**src/rtl/spy_pkg.sv**
```systemverilog
// Shared spy bus definitions: write-side register addresses, CLK/MODE bit
// indices and handshake/single-step state encodings.
package spy_pkg;

  localparam int unsigned SPY_DW = 16;

  localparam int unsigned SPY_W_IRH     = 32'h00;
  localparam int unsigned SPY_W_IRM     = 32'h01;
  localparam int unsigned SPY_W_IRL     = 32'h02;
  localparam int unsigned SPY_W_CLK     = 32'h03;
  localparam int unsigned SPY_W_MODE    = 32'h04;
  localparam int unsigned SPY_W_SCRATCH = 32'h05;
  localparam int unsigned SPY_W_MDH     = 32'h08;
  localparam int unsigned SPY_W_MDL     = 32'h09;
  localparam int unsigned SPY_W_VMAH    = 32'h0A;
  localparam int unsigned SPY_W_VMAL    = 32'h0B;

  localparam int unsigned CLK_RUN  = 0;
  localparam int unsigned CLK_STEP = 1;
  localparam int unsigned CLK_IREN = 2;

  localparam int unsigned MODE_PROMDISABLE = 0;
  localparam int unsigned MODE_ERRSTOP     = 1;
  localparam int unsigned MODE_STATHALT_EN = 2;

  typedef enum logic {IDLE, ACK} hs_state_e;
  typedef enum logic {SS_IDLE, SS_ARMED} ss_state_e;

endpackage

```
**src/rtl/spy_write_if.sv**
```systemverilog
// Host-side spy write channel: level request with four-phase acknowledge.
interface spy_write_if #(
  parameter int unsigned AW = 5
) ();
  logic          spy_wr;
  logic [AW-1:0] spy_addr;
  logic [15:0]   spy_in;
  logic          spy_ack;

  modport master (output spy_wr, spy_addr, spy_in, input spy_ack);
  modport slave  (input spy_wr, spy_addr, spy_in, output spy_ack);
endinterface

```
**src/rtl/spy_sstep.sv**
```systemverilog
// Single-step sequencer: armed by a CLK step write, completes on the next
// CPU state_write; a concurrent step/clear write takes priority.
module spy_sstep
  import spy_pkg::*;
(
  input  logic clk,
  input  logic reset_n,
  input  logic step_set_i,
  input  logic step_clr_i,
  input  logic state_write_i,
  output logic armed_o,
  output logic ssdone_o
);

  ss_state_e state_q;
  logic      ssdone_q;

  always_ff @(posedge clk or negedge reset_n) begin
    if (!reset_n) begin
      state_q  <= SS_IDLE;
      ssdone_q <= 1'b0;
    end else if (step_set_i) begin
      state_q  <= SS_ARMED;
      ssdone_q <= 1'b0;
    end else if (step_clr_i) begin
      state_q  <= SS_IDLE;
      ssdone_q <= 1'b0;
    end else if (state_q == SS_ARMED && state_write_i) begin
      state_q  <= SS_IDLE;
      ssdone_q <= 1'b1;
    end
  end

  assign armed_o  = (state_q == SS_ARMED);
  assign ssdone_o = ssdone_q;

endmodule

```
**src/rtl/spy_write.sv**
```systemverilog
// Spy bus write decoder: handshake FSM, IR/MD/VMA word assembly, CLK/MODE/
// SCRATCH registers. Single-step sequencer is built when SPY_STEP_EN is defined.
module spy_write
  import spy_pkg::*;
#(
  parameter int unsigned SPY_AW = 5
) (
  input  logic        clk,
  input  logic        reset_n,
  spy_write_if.slave  bus,
  input  logic        state_write,
  output logic [47:0] dbg_ir,
  output logic        dbg_ir_ld,
  output logic [31:0] spy_ld_data,
  output logic        md_ld,
  output logic        vma_ld,
  output logic        dbg_ir_en,
  output logic [7:0]  mode,
  output logic [15:0] scratch,
  output logic        srun,
  output logic        ssdone
);

  hs_state_e   hs_q;
  logic        spy_ack_q;
  logic [15:0] ir_hi_q, ir_mid_q, ld_hi_q;
  logic [47:0] dbg_ir_q;
  logic [31:0] ld_data_q;
  logic        dbg_ir_ld_q, md_ld_q, vma_ld_q;
  logic        run_q, dbg_ir_en_q;
  logic [7:0]  mode_q;
  logic [15:0] scratch_q;
  logic        wr_fire_c;
  logic        clk_wr_c;
  logic        armed;

  // A write is performed only on the IDLE->ACK transition, so one per request.
  assign wr_fire_c = (hs_q == IDLE) && bus.spy_wr;
  assign clk_wr_c  = wr_fire_c && (bus.spy_addr == SPY_AW'(SPY_W_CLK));

  always_ff @(posedge clk or negedge reset_n) begin
    if (!reset_n) begin
      hs_q        <= IDLE;
      spy_ack_q   <= 1'b0;
      ir_hi_q     <= '0;
      ir_mid_q    <= '0;
      ld_hi_q     <= '0;
      dbg_ir_q    <= '0;
      ld_data_q   <= '0;
      dbg_ir_ld_q <= 1'b0;
      md_ld_q     <= 1'b0;
      vma_ld_q    <= 1'b0;
      run_q       <= 1'b0;
      dbg_ir_en_q <= 1'b0;
      mode_q      <= '0;
      scratch_q   <= '0;
    end else begin
      dbg_ir_ld_q <= 1'b0;
      md_ld_q     <= 1'b0;
      vma_ld_q    <= 1'b0;

      case (hs_q)
        IDLE: if (bus.spy_wr) begin
          hs_q      <= ACK;
          spy_ack_q <= 1'b1;
        end
        ACK: if (!bus.spy_wr) begin
          hs_q      <= IDLE;
          spy_ack_q <= 1'b0;
        end
        default: begin
          hs_q      <= IDLE;
          spy_ack_q <= 1'b0;
        end
      endcase

      if (wr_fire_c) begin
        case (bus.spy_addr)
          SPY_AW'(SPY_W_IRH):     ir_hi_q  <= bus.spy_in;
          SPY_AW'(SPY_W_IRM):     ir_mid_q <= bus.spy_in;
          SPY_AW'(SPY_W_IRL): begin
            dbg_ir_q    <= {ir_hi_q, ir_mid_q, bus.spy_in};
            dbg_ir_ld_q <= 1'b1;
          end
          SPY_AW'(SPY_W_CLK): begin
            run_q       <= bus.spy_in[CLK_RUN];
            dbg_ir_en_q <= bus.spy_in[CLK_IREN];
          end
          SPY_AW'(SPY_W_MODE):    mode_q    <= bus.spy_in[7:0];
          SPY_AW'(SPY_W_SCRATCH): scratch_q <= bus.spy_in;
          SPY_AW'(SPY_W_MDH),
          SPY_AW'(SPY_W_VMAH):    ld_hi_q   <= bus.spy_in;
          SPY_AW'(SPY_W_MDL): begin
            ld_data_q <= {ld_hi_q, bus.spy_in};
            md_ld_q   <= 1'b1;
          end
          SPY_AW'(SPY_W_VMAL): begin
            ld_data_q <= {ld_hi_q, bus.spy_in};
            vma_ld_q  <= 1'b1;
          end
          default: ;
        endcase
      end
    end
  end

`ifdef SPY_STEP_EN
  spy_sstep u_sstep (
    .clk           (clk),
    .reset_n       (reset_n),
    .step_set_i    (clk_wr_c && bus.spy_in[CLK_STEP]),
    .step_clr_i    (clk_wr_c && !bus.spy_in[CLK_STEP]),
    .state_write_i (state_write),
    .armed_o       (armed),
    .ssdone_o      (ssdone)
  );
`else
  logic unused_step;
  assign unused_step = state_write ^ clk_wr_c;
  assign armed       = 1'b0;
  assign ssdone      = 1'b0;
`endif

  assign bus.spy_ack  = spy_ack_q;
  assign dbg_ir       = dbg_ir_q;
  assign dbg_ir_ld    = dbg_ir_ld_q;
  assign spy_ld_data  = ld_data_q;
  assign md_ld        = md_ld_q;
  assign vma_ld       = vma_ld_q;
  assign dbg_ir_en    = dbg_ir_en_q;
  assign mode         = mode_q;
  assign scratch      = scratch_q;
  assign srun         = run_q | armed;

endmodule

```
**src/flat_wrapper.sv**
```systemverilog
// flat-port wrapper written by rule: the top's interface ports become plain ports
module spy_write_flat import spy_pkg::*;
#(
  parameter int unsigned SPY_AW = 5
)
  (clk, reset_n, state_write, dbg_ir, dbg_ir_ld, spy_ld_data, md_ld, vma_ld, dbg_ir_en, mode, scratch, srun, ssdone, bus_spy_wr, bus_spy_addr, bus_spy_in, bus_spy_ack);
  spy_write_if #(.AW(5)) bus_i ();
  input  logic clk;
  input  logic reset_n;
  input  logic state_write;
  output logic [47:0] dbg_ir;
  output logic dbg_ir_ld;
  output logic [31:0] spy_ld_data;
  output logic md_ld;
  output logic vma_ld;
  output logic dbg_ir_en;
  output logic [7:0] mode;
  output logic [15:0] scratch;
  output logic srun;
  output logic ssdone;
  input wire logic [$bits(bus_i.spy_wr)-1:0] bus_spy_wr;
  input wire logic [$bits(bus_i.spy_addr)-1:0] bus_spy_addr;
  input wire logic [$bits(bus_i.spy_in)-1:0] bus_spy_in;
  output wire logic [$bits(bus_i.spy_ack)-1:0] bus_spy_ack;
  assign bus_i.spy_wr = bus_spy_wr;
  assign bus_i.spy_addr = bus_spy_addr;
  assign bus_i.spy_in = bus_spy_in;
  assign bus_spy_ack = bus_i.spy_ack;
  spy_write #(.SPY_AW(SPY_AW)) u_core (.clk(clk), .reset_n(reset_n), .bus(bus_i), .state_write(state_write), .dbg_ir(dbg_ir), .dbg_ir_ld(dbg_ir_ld), .spy_ld_data(spy_ld_data), .md_ld(md_ld), .vma_ld(vma_ld), .dbg_ir_en(dbg_ir_en), .mode(mode), .scratch(scratch), .srun(srun), .ssdone(ssdone));
endmodule
```
**config.mk**
```make
export PLATFORM = sky130hd
export DESIGN_NAME = spy_write_flat
export DESIGN_NICKNAME = d
export VERILOG_FILES = /design/src/rtl/spy_pkg.sv /design/src/rtl/spy_write_if.sv /design/src/rtl/spy_sstep.sv /design/src/rtl/spy_write.sv /design/src/flat_wrapper.sv
export SDC_FILE = /design/constraint.sdc
export NUM_CORES = 1
export LEC_CHECK = 0
export ABC_CLOCK_PERIOD_IN_PS = 1700
export BUFFER_PORTS_ARGS = -buffer_cell sky130_fd_sc_hd__buf_2
export CORE_UTILIZATION = 45
export CTS_BUF_LIST = sky130_fd_sc_hd__clkbuf_4
export CTS_CLUSTER_DIAMETER = 60
export DETAILED_ROUTE_END_ITERATION = 16
export PLACE_DENSITY = 0.71
export REMOVE_ABC_BUFFERS = 1
export SETUP_SLACK_MARGIN = 0.4
export SLEW_MARGIN = 25
export SYNTH_ARGS = -nofsm -noshare
export SYNTH_HDL_FRONTEND = slang
export SYNTH_SLANG_ARGS = --single-unit
```
**constraint.sdc**
```tcl
create_clock -name clk -period 1.7 [get_ports clk]
set_input_delay 0.085 -clock clk [delete_from_list [all_inputs] [get_ports clk]]
set_output_delay 0.085 -clock clk [all_outputs]
set_load 0.02 [all_outputs]
```
==> reports/metrics.cfg, run 1 <==
[outcome]
status = complete, but fails checks
violations = negative hold slack, negative setup slack

[cts]
ctsHoldBuffers = 23
clk_pin_slew_ps = 110
cts_tree = built
cts.root.buffer_cell = clkbuf_4
cts.sinks = 159
worst_skew_pair.late_latency_ps = 560
numCtsBuffers = 17
htree_levels = 4
clk_path_buf_depth = 2

[die]
initial_core_util = 0.468
std_cell_rows = 41
dieWidth_um = 117
ios = 136
dieArea_um2 = 13800
coreArea_um2 = 12800
die_h_um = 117

[layout]
design_area_um2 = 8350
multi_input_area_um2 = 2350
syn_to_final_growth_pct = 39.2
nFillCells = 936
finalNetCount = 569
drive_above_1_share = 0.657
layout.area.seq_um2 = 3980

[detailed_routing]
drc_errors = 0
dr.pass1.iters = 4
drt-vias-per-instance = 5.01
wl_per_cell_um = 19.1
first_iter_violations = 152
wirelength_mm = 13.9
via_count = 3650
final_antenna_net_count = 0

[worst_hold_path]
whs_path_depth = 1
hold_class = input pin to register

[setup_path]
crit_path_top_delay_cell = dfrtp_1
crit_cells = 7
cp-start-kind = register
crit_type = register to register
worst_ep_arrival_time_ps = 2180
worstPathMaxFanout = 6
required_ps = 2150
critPathCaptureType = register
cp_cell_sequence = inv_2 > ha_4 > nor2b_4 > and4b_2 > buf_6 > clkbuf_16 > mux2_2
critPathBufInv = 3
ff2ff_path_depth = 7
cp_top_family = simple AND/OR/NAND/NOR gates
slowest_delay_ps = 390

[placed_design]
dp_hpwl_mm = 8.20
port_buffers = 133
pre_cts_slack_ps = -63.9
dpl-instance-area_um2 = 7090
gp_congestion = 0.723

[timing]
drv_slew = 0
tightest_slew_ps = 523
slew_headroom = 0.651
period_minus_slack_ps = 1730
clock_skew_ps = 17.0
setup_violations = 4
min_period_over_period = 1.02
rsz0062_at_grt = true
setup_slack_ps = -33.2
hold_ws_ps = -309
hold_viol_final = 4
clock.fmax_mhz = 577

[synth]
synth_area_um2 = 6000
avgSynthCellArea_um2 = 17.2
synthCells = 348
ys_types = 23
ys_ff_latch = 159
yosysSeqAreaShare = 0.663
yosys_warnings = 0

[global_routing]
grt_pass1_vias = 3969
antenna_found_initial = 2
grt_max_degree = 41
grt_first_pass_wirelength_mm = 21.8
grt_overflow = 0
grt_util_all_layers = 0.209

[flow_run]
max-cap-violations = 0

[pwr]
leakagePower_nw = 4.68
pwr_density_cell_nw_per_um2 = 1020
peakVddDrop_uv = 526

## stage by stage
step	setup TNS, ps	util	cells	power [mW]
6_report	-79.6	0.651	728	8.52
3_5_place_dp	-1620	0.553	659	5.89
5_1_grt	-5450	0.651	728	8.90
3_3_place_gp	0	0.553	659	5.82
2_1_floorplan	-39510	-	334	5.30
4_1_cts	-17.9	0.636	720	8.52
## path summary, 6_finish.rpt
kind	startpoint	to	slack [ps]
min in group asynchronous	reset_n	u_core.dbg_ir[26]	-10
min reg2reg	u_core.ir_mid_q[8]	u_core.dbg_ir[24]	500
max in group asynchronous	reset_n	u_core.dbg_ir[18]	820
max reg2reg	u_core.hs_q	u_core.spy_ld_data[7]	-30
max	u_core.hs_q	u_core.spy_ld_data[7]	-30
min	bus_spy_wr	u_core.hs_q	-310
## registers in the layout, summed over array words and instances, names as in the netlist, 8 cells and up
| name | count |
|---|---|
| u_core.ir_hi_q | 16 |
| u_core.scratch | 16 |
| u_core.ir_mid_q | 16 |
| u_core.mode | 8 |
| u_core.spy_ld_data | 32 |
| u_core.ld_hi_q | 16 |
| u_core.dbg_ir | 48 |
## cell families (layout without fill, tap and decap cells)
| kind of cell | count (synthesis) | count (layout) | synth area share |
|---|---|---|---|
| flip-flops | 159 | 159 | 0.663 |
| multiplexers | 155 | 155 | 0.297 |
| AND/OR/NAND/NOR | 16 | 16 | 0.0219 |
| buffers and inverters | 16 | 222 | 0.0152 |
| adder cells (fa/ha/maj) | 1 | 1 | 0.00209 |
| other | 1 | 3 | 0.000625 |
## report_power, final
part | internal [mW] | switching, mW | total, mW
Combinational | 0.832 | 0.789 | 1.62
Clock | 1.13 | 1.26 | 2.40
Sequential | 4.24 | 0.257 | 4.50
Total | 6.21 | 2.31 | 8.52
## placed cells by master (no fill, tap or decap), drive strengths merged, types with 4 or more instances in the layout
master | Yosys | final
mux2 | 155 | 155
buf | 14 | 163
dfrtp | 159 | 159
bufinv | 0 | 4
dlygate4sd3 | 0 | 22
nand2 | 4 | 4
clkinv | 0 | 7
clkbuf | 0 | 20
## final cells by class
type | count | area share
Inverter | 2 | 0.000899
Antenna cell | 2 | 0.000600
Sequential cell | 159 | 0.477
Clock buffer | 17 | 0.0153
Timing Repair Buffer | 190 | 0.178
Multi-Input combinational cell | 173 | 0.282
Tap cell | 172 | 0.0258
Clock inverter | 13 | 0.0207
## Yosys cell counts
cell	n	area [um^2]
conb_1	1	3.75
buf_2	10	50.1
nor2_1	1	3.75
and2_1	1	6.26
dfrtp_1	159	3980
nor3b_2	1	12.5
and3b_1	1	8.76
mux2_1	1	11.3
nor2b_1	2	12.5
buf_6	1	11.3
and4b_1	1	10.0
buf_4	3	22.5
mux2_2	145	1630
and4bb_2	1	12.5
nand2_1	1	3.75
nand4_1	1	6.26
nand3b_2	1	11.3
inv_1	2	7.51
ha_1	1	12.5
nor4b_2	1	15.0
mux2_4	9	135
nand3_2	1	10.0
nand2_2	3	18.8
## routing by layer
metal / GRT usage / up-vias / wire [um]
met5: 0 / - / 0
met4: 0.0885 / 0 / 213
met3: 0.0535 / 15 / 611
met2: 0.344 / 102 / 7010
met1: 0.263 / 1906 / 6070
li1: - / 1627 / -
## repair_timing
item,4_1_cts,5_1_grt
gates cloned,3,3
endpoints found under the hold margin,269,29
endpoints found under the setup margin,156,170
setup buffers,5,3
gates resized for setup,103,24
pin swaps,3,1
(Power assumes the default switching activity.)
==> inputs of run 2 (changes only) <==
--- a/config.mk
+++ b/config.mk
@@ -5,12 +5,14 @@
 export SDC_FILE = /design/constraint.sdc
 export NUM_CORES = 1
 export LEC_CHECK = 0
+export ABC_AREA = 1
 export ABC_CLOCK_PERIOD_IN_PS = 1700
 export BUFFER_PORTS_ARGS = -buffer_cell sky130_fd_sc_hd__buf_2
 export CORE_UTILIZATION = 45
 export CTS_BUF_LIST = sky130_fd_sc_hd__clkbuf_4
 export CTS_CLUSTER_DIAMETER = 60
 export DETAILED_ROUTE_END_ITERATION = 16
+export HOLD_SLACK_MARGIN = 0.12
 export PLACE_DENSITY = 0.71
 export REMOVE_ABC_BUFFERS = 1
 export SETUP_SLACK_MARGIN = 0.4
==> reports/metrics.cfg, run 2 <==
[synth]
avgSynthCellArea_um2 = 8.86  ; -49%
ys_dominant_reg_cell = dfrtp_1
synth_area_um2 = 6230  ; +3.8%
yosys.area.top_type = dfrtp_1
synthTopCellsByCount = nand2_1 (399), dfrtp_1 (159), nand3_1 (50), nand4_1 (26), buf_2 (23)
synth_area_leaders = dfrtp_1 (64%), nand2_1 (24%), nand3_1 (4.0%), nand4_1 (2.6%), buf_2 (1.8%)
yosys_warnings = 0  ; unchanged
async_flop_share = 1.00  ; unchanged
yosysSeqAreaShare = 0.639  ; -0.0244
synth.most_common_cell = nand2_1
synth_top_area_frac = 0.639  ; -0.0244
ys_types = 17  ; -26%
synthCells = 703  ; +100%
ys_ff_latch = 159  ; unchanged
synth_edf_count = 0  ; unchanged

[layout]
drive_above_1_share = 0.279  ; -0.378
fin_cells = 1070  ; +47%
syn_to_final_growth_pct = 33.1
final_common_cell = nand2_1
largest_reg_flops = 48  ; unchanged
finalNetCount = 907  ; +59%
post-route-util = 0.621  ; -0.0298
final_cell_mix = nand2_1 (370), dfrtp_1 (159), buf_2 (132)
design_area_um2 = 8290  ; -0.69%

[placed_design]
port_buffers = 133  ; unchanged
pre_cts_slack_ps = 153  ; +217 ps
dp_hpwl_mm = 9.97  ; +22%
gp_congestion = 0.791  ; +9.4%
dpl-instance-area_um2 = 7190  ; +1.5%
placed_cells = 997  ; +51%

[cts]
cts.root.buffer_cell = clkbuf_4
clk_path_buf_depth = 2  ; unchanged
htree_levels = 4  ; unchanged
numCtsBuffers = 17  ; unchanged
worst_skew_pair.late_latency_ps = 540  ; -20 ps
cts_tree = built
cts.sinks = 159  ; unchanged
clk_pin_slew_ps = 130  ; +20 ps

[pwr]
p_sw_mw = 2.48  ; +7.3%
intPower_mw = 6.04  ; -2.7%
pwr-share-comb = 0.171  ; -0.019
peakVddDrop_uv = 440  ; -16%
sequentialPowerShare = 0.526  ; -0.002
pwr_density_cell_nw_per_um2 = 1030  ; +0.73%
p_clk_frac = 0.303  ; +0.022
finalPower_mw = 8.52  ; about the same
swShare = 0.291  ; +0.0197
leakagePower_nw = 4.79  ; +2.2%

[timing]
drv_slew = 0  ; unchanged
hold_viol_final = 0  ; -4
hold_ws_ps = 152  ; +460 ps
clock.fmax_mhz = 684  ; +19%
tightest_slew_ps = 529  ; +5.99 ps
min_period_over_period = 0.860  ; -0.160
rsz0062_at_grt = true
setup_violations = 0  ; -4
slew_headroom = 0.647  ; -0.00399
setup_slack_ps = 238  ; +271 ps
clock_skew_ps = 12.1  ; -4.87 ps
fin_setup_tns_ps = 0  ; +79.6 ps
period_minus_slack_ps = 1460  ; -271 ps

[setup_path]
worstPathMaxFanout = 7  ; +1
worst_ep_arrival_time_ps = 1960  ; -220 ps
ff2ff_path_depth = 9  ; +2
crit_type = register to register
cp-start-kind = register
timing.rr.end = u_core.ir_hi_q[7]
required_ps = 2190  ; +40 ps
critPathCaptureType = register
regToRegSetupSlack_ps = 240  ; +270 ps
reg2reg_from = u_core.hs_q

[die]
initial_core_util = 0.466  ; -0.00117
dieArea_um2 = 14300  ; +3.8%
ios = 136  ; unchanged
std_cell_rows = 42  ; +2.4%
dieWidth_um = 120  ; +1.9%
die_h_um = 120  ; +1.9%
coreArea_um2 = 13300  ; +4.1%

[global_routing]
grt_pass1_vias = 5308  ; +34%
grt_first_pass_wirelength_mm = 27.7  ; +27%
antenna_found_initial = 1  ; -1
grt_max_degree = 65  ; +59%
grt_overflow = 0  ; unchanged
grt_util_all_layers = 0.253  ; +0.0441

[detailed_routing]
drc_errors = 0  ; unchanged
wl_per_cell_um = 15.8  ; -17%
dr.pass1.iters = 5  ; +1
first_iter_violations = 364  ; +140%
drt-vias-per-instance = 5.00  ; -0.22%
wirelength_mm = 16.9  ; +22%
final_antenna_net_count = 0  ; unchanged
via_count = 5353  ; +47%

[flow_run]
max-cap-violations = 0  ; unchanged

[outcome]
status = finished clean

[worst_hold_path]
hold_class = input pin to asynchronous set/reset pin

==> run 2: worst max-delay path by stage <==
stage / from / cells after the start / endpoint / slack [ps]
2_1_floorplan: u_core.hs_q / 7 / u_core.dbg_ir[0] / -2670
3_5_place_dp: u_core.hs_q / 7 / u_core.dbg_ir[32] / 150
5_1_grt: u_core.hs_q / 10 / u_core.spy_ld_data[31] / 160
3_3_place_gp: u_core.hs_q / 7 / u_core.mode[7] / 170
6_report: u_core.hs_q / 9 / u_core.ir_hi_q[7] / 240
4_1_cts: u_core.hs_q / 9 / u_core.ir_hi_q[7] / 260
==> run 2: critical path, cell delays in order (launching register included) <==
cell,delay [ps]
dfrtp_1,410
inv_2,70
ha_4,150
nand2_4,70
nor2_4,150
buf_12,170
buf_12,110
buf_16,110
nand4_1,80
nand2_1,80
==> run 2: what timing repair did <==
action,4_1_cts,5_1_grt
gates cloned,5,3
setup buffers,4,1
hold buffers,26,2
pin swaps,23,14
gates resized for setup,60,20
hold endpoints to repair,283,18
setup endpoints to repair,155,155
==> run 2: final cells by class <==
class,count,area [um^2]
Timing Repair Buffer,197,1530
Multi-Input combinational cell,495,2190
Fill cell,1138,5060
Clock buffer,18,135
Inverter,11,41.3
Sequential cell,159,3980
Clock inverter,13,195
Tap cell,176,220
Antenna cell,1,2.50
==> run 2: kinds of logic (layout without fill, tap and decap cells) <==
logic type               Yosys count  after routing  share of synthesized area
flip-flops                       159            159                      0.639
adder cells (fa/ha/maj)            1              1                    0.00201
other                              1              2                   0.000602
AND/OR/NAND/NOR                  492            492                      0.322
buffers and inverters             49            239                     0.0360
AO/OA/AOI/OAI                      1              1                   0.000803
==> run 2: power by group through the flow <==
stage          clock (mW)  sequential, mW  combinational [mW]
6_report             2.58            4.48                1.46
5_1_grt              2.81            4.53                1.61
4_1_cts              2.65            4.47                1.44
3_5_place_dp            0            4.52                1.34
3_3_place_gp            0            4.51                1.31
2_1_floorplan           0            4.85               0.398
==> run 2: layer usage <==
layer	track usage	vias up	share of wire
met3	0.0513	26	0.046
met2	0.413	164	0.51
li1	-	2565	-
met5	0	-	0
met1	0.330	2598	0.43
met4	0.106	0	0.023
==> inputs of run 3 (changes only) <==
--- a/config.mk
+++ b/config.mk
@@ -8,8 +8,8 @@
 export ABC_AREA = 1
 export ABC_CLOCK_PERIOD_IN_PS = 1700
 export BUFFER_PORTS_ARGS = -buffer_cell sky130_fd_sc_hd__buf_2
+export CORE_MARGIN = 3
 export CORE_UTILIZATION = 45
-export CTS_BUF_LIST = sky130_fd_sc_hd__clkbuf_4
 export CTS_CLUSTER_DIAMETER = 60
 export DETAILED_ROUTE_END_ITERATION = 16
 export HOLD_SLACK_MARGIN = 0.12
==> reports/metrics.cfg, run 3 (synthesized netlist as in run 2, its figures left out) <==
[outcome]
status = complete, but fails checks
violations = negative hold slack

[timing]
hold_ws_ps = -168  ; -319 ps
clock.fmax_mhz = 689  ; +0.70%
setup_violations = 0  ; unchanged
min_period_over_period = 0.854  ; -0.00599
rsz0062_at_grt = true
setup_slack_ps = 248  ; +10.2 ps
period_minus_slack_ps = 1450  ; -10.2 ps
fin_setup_tns_ps = 0  ; unchanged
hold_viol_final = 1  ; +1
drv_slew = 0  ; unchanged
clock_skew_ps = 4.16  ; -7.95 ps

[setup_path]
required_ps = 2060  ; -130 ps
slowest_delay_ps = 380  ; -30 ps
cp_cell_sequence = inv_2 > ha_4 > inv_1 > nor2_4 > nand2_2 > nor2_4 > buf_6 > clkbuf_16 > nand2_1 > nand2_1
crit_type = register to register
crit_path_top_delay_cell = dfrtp_1
cp-start-kind = register
critPathCaptureType = register
worstPathMaxFanout = 5  ; -2
worst_ep_arrival_time_ps = 1810  ; -150 ps

[placed_design]
port_buffers = 133  ; unchanged
dpl-instance-area_um2 = 7240  ; +0.66%
gp_congestion = 0.768  ; -2.9%
pre_cts_slack_ps = 164  ; +11.0 ps
dp_hpwl_mm = 10.2  ; +2.1%

[cts]
clk_pin_slew_ps = 60  ; -70 ps
numCtsBuffers = 17  ; unchanged
cts_tree = built
htree_levels = 4  ; unchanged
ctsHoldBuffers = 21  ; -19%
clk_path_buf_depth = 2  ; unchanged
cts.root.buffer_cell = clkbuf_16
worst_skew_pair.late_latency_ps = 420  ; -120 ps
cts.sinks = 159  ; unchanged

[die]
initial_core_util = 0.465  ; -0.00183
std_cell_rows = 42  ; unchanged
coreArea_um2 = 13400  ; +0.39%
dieWidth_um = 124  ; +3.3%
die_h_um = 124  ; +3.3%
ios = 136  ; unchanged
dieArea_um2 = 15300  ; +6.8%

[detailed_routing]
first_iter_violations = 380  ; +4.4%
wl_met2_mm = 8.75  ; +2.2%
m1WireLength_mm = 7.34  ; +1.8%
final_antenna_net_count = 0  ; unchanged
drc_errors = 0  ; unchanged
drt-vias-per-instance = 5.03  ; +0.58%
wl_per_cell_um = 16.3  ; +3.0%
via_count = 5379  ; +0.49%
wirelength_mm = 17.4  ; +2.9%
dr.max_layer_used = met4
wl_met3_um = 943  ; +20%
dr.pass1.iters = 5  ; unchanged

[layout]
final_cell_mix = nand2_1 (395), dfrtp_1 (159), buf_2 (132)
layout.area.seq_um2 = 3980  ; unchanged
drive_above_1_share = 0.258  ; -0.0213
syn_to_final_growth_pct = 36.3
nFillCells = 1127  ; -0.97%
largest_reg_flops = 48  ; unchanged
multi_input_area_um2 = 2090  ; -4.4%
diodes = 0  ; -1
final_common_cell = nand2_1
design_area_um2 = 8480  ; +2.3%
finalNetCount = 906  ; -0.11%

[flow_run]
max-cap-violations = 0  ; unchanged

[pwr]
pwr_density_cell_nw_per_um2 = 1200  ; +17%
peakVddDrop_uv = 636  ; +45%
leakagePower_nw = 4.89  ; +2.2%

[global_routing]
grt_pass1_vias = 5098  ; -4.0%
antenna_found_initial = 0  ; -1
grt_max_degree = 47  ; -28%
grt_first_pass_wirelength_mm = 26.7  ; -3.5%
grt_util_all_layers = 0.229  ; -0.0243
grt_overflow = 0  ; unchanged

[worst_hold_path]
hold_class = input pin to register

## run 3: per-layer routing
| layer | vias up | global-route usage |
|---|---|---|
| li1 | 2553 | - |
| met1 | 2639 | 0.308 |
| met2 | 162 | 0.372 |
| met3 | 25 | 0.0422 |
| met4 | 0 | 0.0872 |
| met5 | - | 0 |
## run 3: critical path, delay by kind of cell (launching register included)
| family | cells | cell delay [ps] |
|---|---|---|
| buf+inv | 4 | 420 |
| flops | 1 | 380 |
| fa+ha+maj | 1 | 140 |
| simple gates | 5 | 460 |
## run 3: timing repair
item / in CTS / in global routing
setup buffers: 5 / 3
pin swaps: 2 / 6
hold endpoints to repair: 269 / 2
setup endpoints to repair: 156 / 156
resized for setup: 23 / 9
cloned: 3 / 5
## run 3: path summary, 6_finish.rpt
kind	startpoint	endpoint	cells after the start	slack [ps]
max	u_core.hs_q	u_core.spy_ld_data[7]	10	250
min	bus_spy_wr	u_core.hs_q	1	-170
max reg2reg	u_core.hs_q	u_core.spy_ld_data[7]	10	250
min reg2reg	u_core.dbg_ir[18]	u_core.dbg_ir[18]	2	460
max in group asynchronous	reset_n	u_core.mode[2]	3	920
min in group asynchronous	reset_n	u_core.dbg_ir_ld	2	140
## run 3: final cells by class
type | count | area share
well taps | 176 | 0.0260
inverters | 11 | 0.00487
clock buffers | 18 | 0.0518
multi-input cells | 495 | 0.246
flip-flops and latches | 159 | 0.469
clock inverters | 14 | 0.0279
repair buffers | 196 | 0.174
## run 3: through the flow
step / utilization / instances / total power [mW]
detailed placement: 0.540 / 1000 / 5.88
CTS: 0.622 / 1061 / 10.3
floorplan: - / 665 / 5.25
finish: 0.633 / 1069 / 10.2
global route: 0.633 / 1069 / 10.6
global placement: 0.540 / 1000 / 5.84
## run 3: power breakdown
group | switching, mW | internal (mW)
clock | 1.51 | 2.79
combinational | 0.934 | 0.491
sequential | 0.248 | 4.23
